### config.mk
export PLATFORM = sky130hd
export DESIGN_NAME = imm_encoder
export DESIGN_NICKNAME = d
export VERILOG_FILES = /design/src/rtl/imm_encoder.sv
export SDC_FILE = /design/constraint.sdc
export NUM_CORES = 1
export LEC_CHECK = 0
export CAP_MARGIN = 20
export CORE_MARGIN = 5
export CORE_UTILIZATION = 23
export CTS_BUF_LIST = sky130_fd_sc_hd__clkbuf_16
export DETAILED_ROUTE_END_ITERATION = 16
export SLEW_MARGIN = 5
export SYNTH_ARGS = -nofsm -noshare
export SYNTH_HDL_FRONTEND = slang
export SYNTH_SLANG_ARGS = --single-unit
### constraint.sdc
create_clock -name clk -period 3 [get_ports clk]
set_input_delay 0.6 -clock clk [delete_from_list [all_inputs] [get_ports clk]]
set_output_delay 0.6 -clock clk [all_outputs]
set_load 0.02 [all_outputs]
### src/rtl/imm_encoder.sv
// Two-stage immediate encoder: picks the narrowest permitted 20-bit immediate form,
// with valid/ready flow on both sides and saturating per-form usage counters.
module imm_encoder #(
   parameter int CNT_W = 16
) (
   input  logic             clk,
   input  logic             rst,
   input  logic             in_valid,
   output logic             in_ready,
   input  logic [19:0]      in_value,
   input  logic [4:0]       allow_mask,
   output logic             out_valid,
   input  logic             out_ready,
   output logic [2:0]       out_select,
   output logic [19:0]      out_field,
   input  logic [2:0]       cnt_sel,
   input  logic             cnt_clear,
   output logic [CNT_W-1:0] cnt_value
);

   localparam logic [2:0] SEL_SIGN5  = 3'b000;
   localparam logic [2:0] SEL_SIGN15 = 3'b001;
   localparam logic [2:0] SEL_ZERO5  = 3'b010;
   localparam logic [2:0] SEL_ZERO15 = 3'b011;
   localparam logic [2:0] SEL_FULL   = 3'b100;

   logic             s1_valid;
   logic [19:0]      s1_value;
   logic [3:0]       s1_mask;
   logic             s1_load;
   logic             s2_load;
   logic             out_hs;
   logic             mask_unused;
   logic             fit_zero5;
   logic             fit_sign5;
   logic             fit_zero15;
   logic             fit_sign15;
   logic [2:0]       cls_select;
   logic [19:0]      cls_field;
   logic [CNT_W-1:0] cnt [5];

   // The full form is always legal, so its mask bit carries no information.
   assign mask_unused = allow_mask[4];

   assign s2_load  = !out_valid | out_ready;
   assign in_ready = !s1_valid | s2_load;
   assign s1_load  = in_valid & in_ready;
   assign out_hs   = out_valid & out_ready;

   always_ff @(posedge clk) begin
      if (rst) begin
         s1_valid <= 1'b0;
         s1_value <= '0;
         s1_mask  <= '0;
      end else if (s1_load) begin
         s1_valid <= 1'b1;
         s1_value <= in_value;
         s1_mask  <= allow_mask[3:0];
      end else if (s2_load) begin
         s1_valid <= 1'b0;
      end
   end

   assign fit_zero5  = (s1_value[19:5] == '0);
   assign fit_sign5  = (&s1_value[19:4]) | ~(|s1_value[19:4]);
   assign fit_zero15 = (s1_value[19:15] == '0);
   assign fit_sign15 = (&s1_value[19:14]) | ~(|s1_value[19:14]);

   // 5-bit forms duplicate the payload so the extender can tap either half.
   always_comb begin
      cls_select = SEL_FULL;
      cls_field  = s1_value;
      if (s1_mask[2] && fit_zero5) begin
         cls_select = SEL_ZERO5;
         cls_field  = {5'b0, s1_value[4:0], 5'b0, s1_value[4:0]};
      end else if (s1_mask[0] && fit_sign5) begin
         cls_select = SEL_SIGN5;
         cls_field  = {5'b0, s1_value[4:0], 5'b0, s1_value[4:0]};
      end else if (s1_mask[3] && fit_zero15) begin
         cls_select = SEL_ZERO15;
         cls_field  = {5'b0, s1_value[14:0]};
      end else if (s1_mask[1] && fit_sign15) begin
         cls_select = SEL_SIGN15;
         cls_field  = {5'b0, s1_value[14:0]};
      end
   end

   always_ff @(posedge clk) begin
      if (rst) begin
         out_valid  <= 1'b0;
         out_select <= 3'b000;
         out_field  <= '0;
      end else if (s2_load) begin
         out_valid <= s1_valid;
         if (s1_valid) begin
            out_select <= cls_select;
            out_field  <= cls_field;
         end
      end
   end

   always_ff @(posedge clk) begin
      if (rst || cnt_clear) begin
         for (int i = 0; i < 5; i++) cnt[i] <= '0;
      end else if (out_hs) begin
         for (int i = 0; i < 5; i++) begin
            if (out_select == 3'(i) && cnt[i] != '1) cnt[i] <= cnt[i] + CNT_W'(1);
         end
      end
   end

   always_ff @(posedge clk) begin
      if (rst) begin
         cnt_value <= '0;
      end else begin
         case (cnt_sel)
            3'd0:    cnt_value <= cnt[0];
            3'd1:    cnt_value <= cnt[1];
            3'd2:    cnt_value <= cnt[2];
            3'd3:    cnt_value <= cnt[3];
            3'd4:    cnt_value <= cnt[4];
            default: cnt_value <= '0;
         endcase
      end
   end

endmodule

==> results of run 1 <==
kinds of logic (layout without fill, tap and decap cells):
kind of cell               count (synthesis)  after routing  share of synthesized area (%)
AOI/OAI and AO/OA                        190            190                           16.4
and+or+nand+nor                          254            254                           16.9
buffers and inverters                     52            136                           3.73
muxes                                     20             20                           2.98
DFF                                      145            145                           50.7
xor gates and xnor gates                  70             70                           8.39
adders and majority gates                  5              5                          0.856
final cells by class:
class                   count  area (µm²)
fillers                  3254       22400
flip-flops and latches    145        3700
multi-input cells         539        3330
clock inverters            15         125
well taps                 402         503
repair buffers             97         941
clock buffers              17         425
inverters                   7        26.3
metrics by stage:
| step | power (µW) | util [%] |
|---|---|---|
| floorplan | 2540 | - |
| global placement | 2710 | 27.0 |
| detailed placement | 2720 | 27.0 |
| CTS | 4750 | 28.7 |
| global route | 4890 | 28.8 |
| finish | 4700 | 28.8 |
path summary, 6_finish.rpt:
check,from,to,slack [ns],cells past startpoint
max,out_ready,in_ready,0.37,4
min,out_field[5],out_field[5],0.45,2
max reg2reg,cnt[0][32],cnt[0][8],0.61,8
min reg2reg,out_field[5],out_field[5],0.45,2
layer usage:
metal / up-vias / track usage [%]
met4: 2 / 2.74
met1: 2707 / 14.5
met5: - / 0
li1: 2822 / -
met3: 15 / 2.95
met2: 149 / 15.9
cell usage after synthesis (all sizes together), types with 9 or more instances:
| cell | number | share of area (%) |
|---|---|---|
| xnor2 | 37 | 4.4 |
| o22ai | 16 | 1.4 |
| a22oi | 30 | 3.1 |
| xor2 | 33 | 4.0 |
| a21oi | 112 | 8.0 |
| buf | 22 | 2.2 |
| and4 | 9 | 1.1 |
| nand2 | 100 | 5.1 |
| nand3 | 34 | 2.3 |
| mux2 | 14 | 2.2 |
| nand4 | 16 | 1.4 |
| dfxtp | 65 | 18 |
| and3 | 9 | 0.77 |
| edfxtp | 80 | 33 |
| nor3 | 10 | 0.84 |
| and2 | 18 | 1.5 |
| clkbuf | 23 | 1.2 |
| nor2 | 37 | 1.9 |
worst min-delay path: stages (launching register included):
cell and delay, ns:
sky130_fd_sc_hd__dfxtp_1 0.31, sky130_fd_sc_hd__nand2_1 0.05, sky130_fd_sc_hd__a21oi_1 0.05
power by group through the flow:
stage / clock (µW) / combinational (µW) / sequential, µW
3_3_place_gp: 0 / 388 / 2320
6_report: 2020 / 392 / 2280
3_5_place_dp: 0 / 392 / 2320
5_1_grt: 2170 / 429 / 2300
2_1_floorplan: 0 / 219 / 2320
4_1_cts: 2080 / 395 / 2280
registers in the layout, summed over array words and instances (netlist names):
name and cells:
cnt 80, cnt_value 16, out_field 20, out_select 3
out_valid 1, s1_mask 4, s1_valid 1, s1_value 20
==> results.md, run 1 <==
| Quantity | This run | Unit |
|:---|:---|:---|
| DIE AREA | 35,400 | µm² |
| Required time of the critical path | 2.40 | ns |
| Largest delay contributor family on the critical path | buffers and inverters | - |
| # DRC | 0 | - |
| CTS tree | yes | - |
| Total of endpoints with negative setup slack in the final report | 0 | - |
| Leak pwr | 0.00298 | µW |
| Gr ovfl total | 0 | - |
| Filler-free cell count of the finished design | 1,222 | - |
| Cell Area, Placed | 8500 | µm² |
| Core footprint | 31,500 | µm² |
| Hold Violations, Final | 0 | - |
| Count of yosys warnings during synthesis | 0 | - |
| Post-synth EDFFs | 80 | - |
| Max-cap violations | 0 | - |
| 1st-iter DRT viols | 444 | - |
| Most frequent cells in the layout | sky130_fd_sc_hd__a21oi_1 (106), sky130_fd_sc_hd__nand2_1 (100), sky130_fd_sc_hd__edfxtp_1 (80), sky130_fd_sc_hd__clkdlybuf4s50_1 (71), sky130_fd_sc_hd__dfxtp_1 (65) | - |
| Final Cycle Share | 87.6 | % |
| Number of buffers and inverters on the critical path | 2 | - |
| Maximum single-stage delay on the critical path | 0.63 | ns |
| Final Instance Area | 9050 | µm² |
| Commonest non-fill, non-tap cell in the layout | sky130_fd_sc_hd__a21oi_1 | - |
| Async set or reset register ratio after synthesis | 0 | % |
| WS Path Type | in -> out | - |
| Boundary Pins | 74 | - |
| Site row count | 65 | - |
| Minimum setup slack after placement | 0.376 | ns |
| Inserted Clock Buffers | 17 | - |
| Cells traversed along the worst timing path | clkdlybuf4s50_1 -> nor2b_1 -> nand2_1 -> clkdlybuf4s50_1 | - |
| Number of antenna violations at the first check in global routing | 1 | - |
| Top metal layer carrying routed signals | met5 | - |
| Nets | 845 | - |
| Total global-route track usage | 10.4 | % |
| Time the final worst path needs with I/O delays and setup | 2.63 | ns |
| Met3 routed WL | 922 | µm |
| Critical Path Slowest Stage Cell | sky130_fd_sc_hd__clkdlybuf4s50_1 | - |
| Proportion of total power due to net switching | 26.6 | % |
| Initial DRT Pass Iterations | 6 | - |
| Least setup slack across all paths after layout | 0.371 | ns |
| Post-CTS Setup Bufs | 0 | - |
| Crit path max fanout | 4 | - |
| Combinational cell fraction of total power | 8.4 | % |
| Fraction of the yosys area taken by sequential cells | 50.7 | % |
| Post-Route WL | 18,600 | µm |
| Synthesized Nets | 774 | - |
| Clock buffer depth | 2 | - |
| Vias/cell | 4.66 | - |
| Max_slew headroom | 33.0 | % |
| Antenna Cells | 0 | - |
| Transition time at the pin with the least slew margin | 1.01 | ns |
| Highest clock frequency the design can meet | 380 | MHz |
| Synthesis-to-layout area growth | 23.9 | % |
| Hold Buf Count CTS | 0 | - |
| Routed length per placed instance | 15.2 | µm |
| Power density of the placed cells | 519 | nW/µm² |
| First-pass GRT wire length | 30,100 | µm |
| Sum of negative setup slack | 0 | ns |
| Status | complete, no violations | - |
| Worst hold path class | reg -> reg | - |
| Cell seen most often among critical-path stages | sky130_fd_sc_hd__clkdlybuf4s50_1 | - |
| Largest net degree at the start of global routing | 81 | - |
| Per-instance average area after synthesis | 9.92 | µm² |
| Clock net sink count | 145 | - |
| Seq pwr share | 48.6 | % |
| Predominant post-synthesis flop cell | sky130_fd_sc_hd__edfxtp_1 | - |
| Count of input and output buffers | 72 | - |
| Routed length on met2 | 8470 | µm |
| Synth Cell Area | 7300 | µm² |
| Number of cells after detailed placement | 1,189 | - |
| Setup repair after global routing missed its margin | no | - |
| Number of global-route vias before repair | 5,527 | - |
| Critical Path Sink Type | output pin | - |
| Horiz. Die Dim | 188 | µm |
| Clock transition at the registers of the reported paths | 0.07 | ns |
| Worst IR drop on VDD | 0.426 | mV |
| Effective utilization at floorplan | 23.2 | % |
| Post-Route Skew | 0.0145 | ns |
| Routed via count | 5,695 | - |
| Clock latency on the worst-skew pair | 0.43 | ns |
| Final HPWL DP | 12,700 | µm |
| Worst hold margin | 0.454 | ns |
| Internal Power | 3450 | µW |
| Part of the total power dissipated in the clock network | 43.0 | % |
| Net switching power | 1250 | µW |
| Type of origin of the critical path | input port | - |
| Worst path arrival time | 2.03 | ns |
| Count of instances resized after the clock tree is built | 0 | - |
| #FFs+latches synth | 145 | - |
| Antenna Violating Nets Remaining | 0 | - |
| Die height | 188 | µm |
| Gate count after technology mapping | 736 | - |
| Buffer type at the clock tree root | sky130_fd_sc_hd__clkbuf_16 | - |
| Number of H-tree levels | 4 | - |
| Post-synth cell types | 48 | - |
| Share of cells above drive strength 1 | 10.9 | % |
| Final Slew Violations | 0 | - |
| Routed met1 length | 8970 | µm |
| Routability Congestion | 0.774 | - |
Power figures use the tool's default switching activity.
==> run 2: changes to the inputs <==
Clock period 3 ns to 2.3 ns, I/O delays scaled along.
==> run 2 against run 1 <==
- wire length is 3.1% higher
- global-route usage is 0.24 points higher
- flip-flop and latch count is the same
- first-iteration DRC count rose by 22%
- critical path type is now reg -> reg
==> results.md, run 2 (same netlist as run 1, synthesis figures left out) <==
| Quantity | This run | Unit | vs previous |
|:---|:---|:---|:---|
| Status | complete, no violations | - |  |
| Post-Route Skew | 0.0144 | ns | -0.000103 ns |
| Nets | 888 | - | +5.1% |
| Register with the most flip-flops | cnt | - |  |
| Commonest non-fill, non-tap cell in the layout | sky130_fd_sc_hd__a21oi_1 | - |  |
| Leak pwr | 0.00329 | µW | +10% |
| Tot Pwr | 6330 | µW | +35% |
| Number of antenna violations at the first check in global routing | 2 | - | +1 |
| Critical Path Sink Type | flip-flop | - |  |
| Final Slew Violations | 0 | - | unchanged |
| Required time of the critical path | 2.47 | ns | +0.07 ns |
| Routed via count | 5,916 | - | +3.9% |
| Effective utilization at floorplan | 23.2 | % | unchanged |
| Buffer type at the clock tree root | sky130_fd_sc_hd__clkbuf_16 | - |  |
| Vias/cell | 4.67 | - | +0.27% |
| Horiz. Die Dim | 188 | µm | unchanged |
| 1st-iter DRT viols | 543 | - | +22% |
| Clock transition at the registers of the reported paths | 0.08 | ns | about the same |
| Count of input and output buffers | 72 | - | unchanged |
| Worst IR drop on VDD | 0.492 | mV | +15% |
| Type of origin of the critical path | flip-flop | - |  |
| Count of fill cells added during filler insertion | 3,240 | - | -0.43% |
| Hold Buf Count CTS | 0 | - | unchanged |
| Number of H-tree levels | 4 | - | unchanged |
| Max_slew headroom | 66.5 | % | +34 points |
| Site row count | 65 | - | unchanged |
| Time the final worst path needs with I/O delays and setup | 2.18 | ns |  |
| # DRC | 0 | - | unchanged |
| Initial DRT Pass Iterations | 5 | - | -1 |
| First-pass GRT wire length | 30,900 | µm | +2.8% |
| Clock net sink count | 145 | - | unchanged |
| Number of global-route vias before repair | 5,672 | - | +2.6% |
| Synthesis-to-layout area growth | 31.1 | % |  |
| Clock buffer depth | 2 | - | unchanged |
| Total area of multi-input combinational cells | 3340 | µm² | +0.45% |
| Final Cycle Share | 94.8 | % |  |
| Register cell area after layout | 3700 | µm² | unchanged |
| Gr ovfl total | 0 | - | unchanged |
| Max reg flops | 80 | - | unchanged |
| Transition time at the pin with the least slew margin | 0.498 | ns | -0.507 ns |
| Crit path max fanout | 30 | - | +26 |
| Hold Violations, Final | 0 | - | unchanged |
| Biggest registers after layout | cnt x80, out_field x20, s1_value x20 | - |  |
| Minimum setup slack after placement | -0.133 | ns | -0.509 ns |
| Routability Congestion | 0.799 | - | +3.3% |
| Routed length per placed instance | 15.1 | µm | -0.45% |
| Power density of the placed cells | 661 | nW/µm² | +28% |
| Antenna Violating Nets Remaining | 0 | - | unchanged |
| WS Path Type | reg -> reg | - |  |
| Worst hold path class | reg -> reg | - |  |
| Core footprint | 31,500 | µm² | unchanged |
| Boundary Pins | 74 | - | unchanged |
| Worst path arrival time | 2.35 | ns | +0.32 ns |
| Slack of the worst reg-to-reg path | 0.12 | ns | -0.49 ns |
| DIE AREA | 35,400 | µm² | unchanged |
| Clock latency on the worst-skew pair | 0.43 | ns | about the same |
| Final HPWL DP | 13,500 | µm | +6.2% |
| Inserted Clock Buffers | 17 | - | unchanged |
| Least setup slack across all paths after layout | 0.119 | ns | -0.252 ns |
| CTS tree | yes | - |  |
| Max-cap violations | 0 | - | unchanged |
| Share of cells above drive strength 1 | 15.6 | % | +4.8 points |
| Total global-route track usage | 10.7 | % | +0.24 points |
| Largest net degree at the start of global routing | 46 | - | -43% |
| Total of endpoints with negative setup slack in the final report | 0 | - | unchanged |
| Highest clock frequency the design can meet | 459 | MHz |  |
| Most frequent cells in the layout | sky130_fd_sc_hd__a21oi_1 (106), sky130_fd_sc_hd__nand2_1 (100), sky130_fd_sc_hd__edfxtp_1 (80), sky130_fd_sc_hd__clkdlybuf4s50_1 (70), sky130_fd_sc_hd__dfxtp_1 (65) | - |  |
| Post-Route WL | 19,100 | µm | +3.1% |
| Die height | 188 | µm | unchanged |
[run 2: changes by cell type in the layout (fill, tap and decap cells not counted), moves of 2 or more]
| cell | delta |
|---|---|
| sky130_fd_sc_hd__buf_12 | +10 |
| sky130_fd_sc_hd__buf_4 | +31 |
| sky130_fd_sc_hd__clkbuf_16 | +2 |
| sky130_fd_sc_hd__clkinv_4 | -2 |
| sky130_fd_sc_hd__inv_6 | +2 |
| sky130_fd_sc_hd__inv_8 | +2 |
[run 2: final timing paths]
check          startpoint           end  cells after the start
max             cnt[0][1]    cnt[0][29]                      8
min          out_field[5]  out_field[5]                      2
max reg2reg     cnt[0][1]    cnt[0][29]                      8
min reg2reg  out_field[5]  out_field[5]                      2
[run 2: stage by stage]
step	TNS, ns	utilization, %	hold slack [ns]	cell area, µm²	cells
2_1_floorplan	0	-	0.444	7300	736
3_3_place_gp	-2.94	28.3	0.446	8920	1230
3_5_place_dp	-2.88	28.3	0.445	8920	1230
4_1_cts	0	30.2	0.456	9500	1262
5_1_grt	-0.00321	30.4	0.487	9570	1266
6_report	0	30.4	0.454	9570	1266
[run 2: where the power goes]
part           switching (µW)  leakage, µW  total (µW)  internal (µW)
Combinational             306      0.00157         599            293
Clock                    1270     0.000291        2780           1510
Sequential                110      0.00142        2960           2840
Total                    1690      0.00329        6330           4640
[run 2: area by class of cell]
type	instances	share of cell area [%]
Sequential cell	145	38.7
Multi-Input combinational cell	539	34.9
Timing Repair Buffer	140	14.8
Tap cell	402	5.25
Clock buffer	18	4.70
Clock inverter	14	1.37
Inverter	7	0.274
Antenna cell	1	0.0261
[run 2: routing by layer]
metal	up-vias	part of all wire [%]	global-route usage, %
met3	20	5.6	2.82
met2	154	45	16.2
li1	2915	-	-
met1	2825	48	15.1
met5	-	0.068	0
met4	2	1.2	2.71
[run 2: critical path: stages (launching register included)]
cell and delay, ns:
sky130_fd_sc_hd__edfxtp_1 0.41, sky130_fd_sc_hd__ha_1 0.20, sky130_fd_sc_hd__and3_1 0.20, sky130_fd_sc_hd__and4_1 0.28
sky130_fd_sc_hd__a41oi_2 0.16, sky130_fd_sc_hd__nor3_4 0.22, sky130_fd_sc_hd__buf_12 0.15, sky130_fd_sc_hd__buf_12 0.19
sky130_fd_sc_hd__a21oi_1 0.10
[run 2: timing repair]
action,4_1_cts,5_1_grt
gates resized for setup,0,5
buffers inserted,0,1
setup endpoints to repair,0,81
==> run 3: changes to the inputs <==
Clock period 2.3 ns to 2.14 ns, I/O delays scaled along.
==> run 3 against run 2 <==
- sequential power is 6.8% higher
- the flow now finishes with violations (setup timing)
- critical path type unchanged
- design area is 4.1% higher
- non-clock buffer count is 38 higher
- critical path depth is 2 higher
- clock-buffer cell count is 1 lower
- fmax is 3.2% lower
==> results.md, run 3 (same netlist as run 1, synthesis figures left out) <==
| Quantity | This run | Unit | vs previous |
|:---|:---|:---|:---|
| Synthesis-to-layout area growth | 36.4 | % |  |
| Status | finished, violations left | - |  |
| First-pass GRT wire length | 33,200 | µm | +7.4% |
| Routability Congestion | 0.781 | - | -2.3% |
| Max-cap violations | 0 | - | unchanged |
| FF-to-FF path depth | 10 | - | +2 |
| CTS tree | yes | - |  |
| Commonest non-fill, non-tap cell in the layout | sky130_fd_sc_hd__nand2_1 | - |  |
| Cells traversed along the worst timing path | ha_2 -> nand4_1 -> nor4_2 -> buf_4 -> nor2_4 -> nor3_4 -> buf_6 -> buf_8 -> clkbuf_16 -> a21oi_2 | - |  |
| Critical Path Sink Type | flip-flop | - |  |
| Routed via count | 6,009 | - | +1.6% |
| 1st-iter DRT viols | 309 | - | -43% |
| Crit. Startpoint | cnt[0][33] | - |  |
| Worst hold path class | reg -> reg | - |  |
| Failing checks | setup timing | - |  |
| Sum of negative setup slack | -4.53 | ns | -4.53 ns |
| Required time of the critical path | 2.31 | ns | -0.16 ns |
| Number of H-tree levels | 4 | - | unchanged |
| Maximum single-stage delay on the critical path | 0.37 | ns | -0.04 ns |
| Type of origin of the critical path | flip-flop | - |  |
| Post-Route Skew | 0.0127 | ns | -0.00167 ns |
| Worst IR drop on VDD | 0.544 | mV | +10% |
| Worst path arrival time | 2.42 | ns | +0.07 ns |
| Final Cycle Share | 105 | % | +10 points |
| Routed length per placed instance | 15.8 | µm | +4.8% |
| Post-Route WL | 20,600 | µm | +7.8% |
| Inserted Clock Buffers | 17 | - | unchanged |
| Hold Violations, Final | 0 | - | unchanged |
| Antenna Cells | 0 | - | -1 |
| Effective utilization at floorplan | 23.2 | % | unchanged |
| Count of fill cells added during filler insertion | 3,205 | - | -1.1% |
| Worst flop-to-flop path startpoint | cnt[0][33] | - |  |
| Reg2Reg Capture Point | cnt[0][47] | - |  |
| Gr ovfl total | 0 | - | unchanged |
| Total of endpoints with negative setup slack in the final report | 76 | - | +76 |
| Register cell area after layout | 3700 | µm² | unchanged |
| Horiz. Die Dim | 188 | µm | unchanged |
| Number of antenna violations at the first check in global routing | 0 | - | -2 |
| DIE AREA | 35,400 | µm² | unchanged |
| Count of input and output buffers | 72 | - | unchanged |
| # DRC | 0 | - | unchanged |
| Cell count of the worst hold path | 2 | - | unchanged |
| Share of cells above drive strength 1 | 20.9 | % | +5.2 points |
| Clock net sink count | 145 | - | unchanged |
| Core footprint | 31,500 | µm² | unchanged |
| Total area of multi-input combinational cells | 3400 | µm² | +1.7% |
| Register with the most flip-flops | cnt | - |  |
| Max_slew headroom | 24.9 | % | -42 points |
| Site row count | 65 | - | unchanged |
| Least setup slack across all paths after layout | -0.112 | ns | -0.231 ns |
| Clock latency on the worst-skew pair | 0.43 | ns | about the same |
| Crit path max fanout | 4 | - | -87% |
| Nets | 926 | - | +4.3% |
| Initial DRT Pass Iterations | 4 | - | -1 |
| Highest clock frequency the design can meet | 444 | MHz | -3.2% |
| Clock transition at the registers of the reported paths | 0.07 | ns | about the same |
| Leak pwr | 0.00349 | µW | +6.2% |
| Critical Path Slowest Stage Cell | sky130_fd_sc_hd__edfxtp_1 | - |  |
| Biggest registers after layout | cnt x80, out_field x20, s1_value x20 | - |  |
| Largest net degree at the start of global routing | 47 | - | +2.2% |
| Max reg flops | 80 | - | unchanged |
| Critical path endpoint | cnt[0][47] | - |  |
| Antenna Violating Nets Remaining | 0 | - | unchanged |
| Most frequent cells in the layout | sky130_fd_sc_hd__nand2_1 (100), sky130_fd_sc_hd__a21oi_1 (94), sky130_fd_sc_hd__buf_4 (86), sky130_fd_sc_hd__edfxtp_1 (80), sky130_fd_sc_hd__clkdlybuf4s50_1 (70) | - |  |
| Slack of the worst reg-to-reg path | -0.11 | ns | -0.23 ns |
| Die height | 188 | µm | unchanged |
| Final HPWL DP | 13,900 | µm | +3.0% |
| Final Slew Violations | 0 | - | unchanged |
| Boundary Pins | 74 | - | unchanged |
| Transition time at the pin with the least slew margin | 1.12 | ns | +0.627 ns |
| Total global-route track usage | 11.6 | % | +0.93 points |
| Number of global-route vias before repair | 6,086 | - | +7.3% |
| Power density of the placed cells | 687 | nW/µm² | +3.9% |
| Vias/cell | 4.61 | - | -1.3% |
| Setup repair after global routing missed its margin | yes | - |  |
| Clock buffer depth | 2 | - | unchanged |
| WS Path Type | reg -> reg | - |  |
| Tot Pwr | 6850 | µW | +8.2% |
| Time the final worst path needs with I/O delays and setup | 2.25 | ns | +0.0712 ns |
| Buffer type at the clock tree root | sky130_fd_sc_hd__clkbuf_16 | - |  |
[run 3: cell count changes in the layout (fill, tap and decap cells not counted), sizes merged]
cell | previous run | this run
buf | 68 | 104
inv | 18 | 15
clkinvlp | 0 | 2
bufinv | 0 | 1
clkbuf | 19 | 20
clkinv | 3 | 4
diode | 1 | 0
dlygate4sd2 | 0 | 1
dlymetal6s2s | 1 | 0
[run 3: timing repair]
item,in CTS,in global routing
hold buffers,0,0
buffers inserted,6,0
gates resized for setup,7,15
cloned,2,4
setup endpoints to repair,81,80
pin swaps,3,13
[run 3: stage by stage]
stage	setup WS (ns)	util [%]	instances	cell area, µm²	hold WS [ns]
CTS	-0.0421	31.3	1300	9850	0.458
global route	-0.178	31.7	1303	9970	0.489
finish	-0.112	31.7	1303	9970	0.451
floorplan	0.0000868	-	736	7320	0.444
detailed placement	-0.347	29.1	1260	9150	0.451
global placement	-0.361	29.1	1260	9150	0.444
[run 3: critical path, delay by kind of cell (launching register included)]
kind                     cells  cell delay [ns]
AO/OA/AOI/OAI                1             0.05
adder cells (fa/ha/maj)      1             0.19
flip-flops                   1             0.37
AND/OR/NAND/NOR              4             0.76
buffers and inverters        4             0.63
[run 3: final cells by class]
class | instances | share of cell area, %
Inverter | 7 | 0.264
Timing Repair Buffer | 178 | 17.7
Multi-Input combinational cell | 539 | 34.1
Tap cell | 402 | 5.05
Clock inverter | 15 | 1.46
Sequential cell | 145 | 37.2
Clock buffer | 17 | 4.27
[run 3: how the worst min path moves through the flow]
stage,from,to,slack (ns)
global route,out_field[5],out_field[5],0.49
detailed placement,out_field[6],out_field[6],0.45
CTS,out_field[6],out_field[6],0.46
floorplan,s1_value[0],out_field[0],0.44
global placement,out_field[5],out_field[5],0.44
finish,out_field[6],out_field[6],0.45
[run 3: per-layer routing]
metal  part of all wire (%)  track usage (%)  vias to the layer above
li1                       -                -                     2993
met1                     47             15.4                     2893
met2                     48             19.1                      108
met3                    3.8             2.72                       15
met4                    1.2             3.05                        0
met5                      0                0                        -
[run 3: where the power goes]
group | internal [µW] | switching (µW)
Clock | 1640 | 1350
Combinational | 343 | 361
Sequential | 3060 | 102
Total | 5040 | 1810
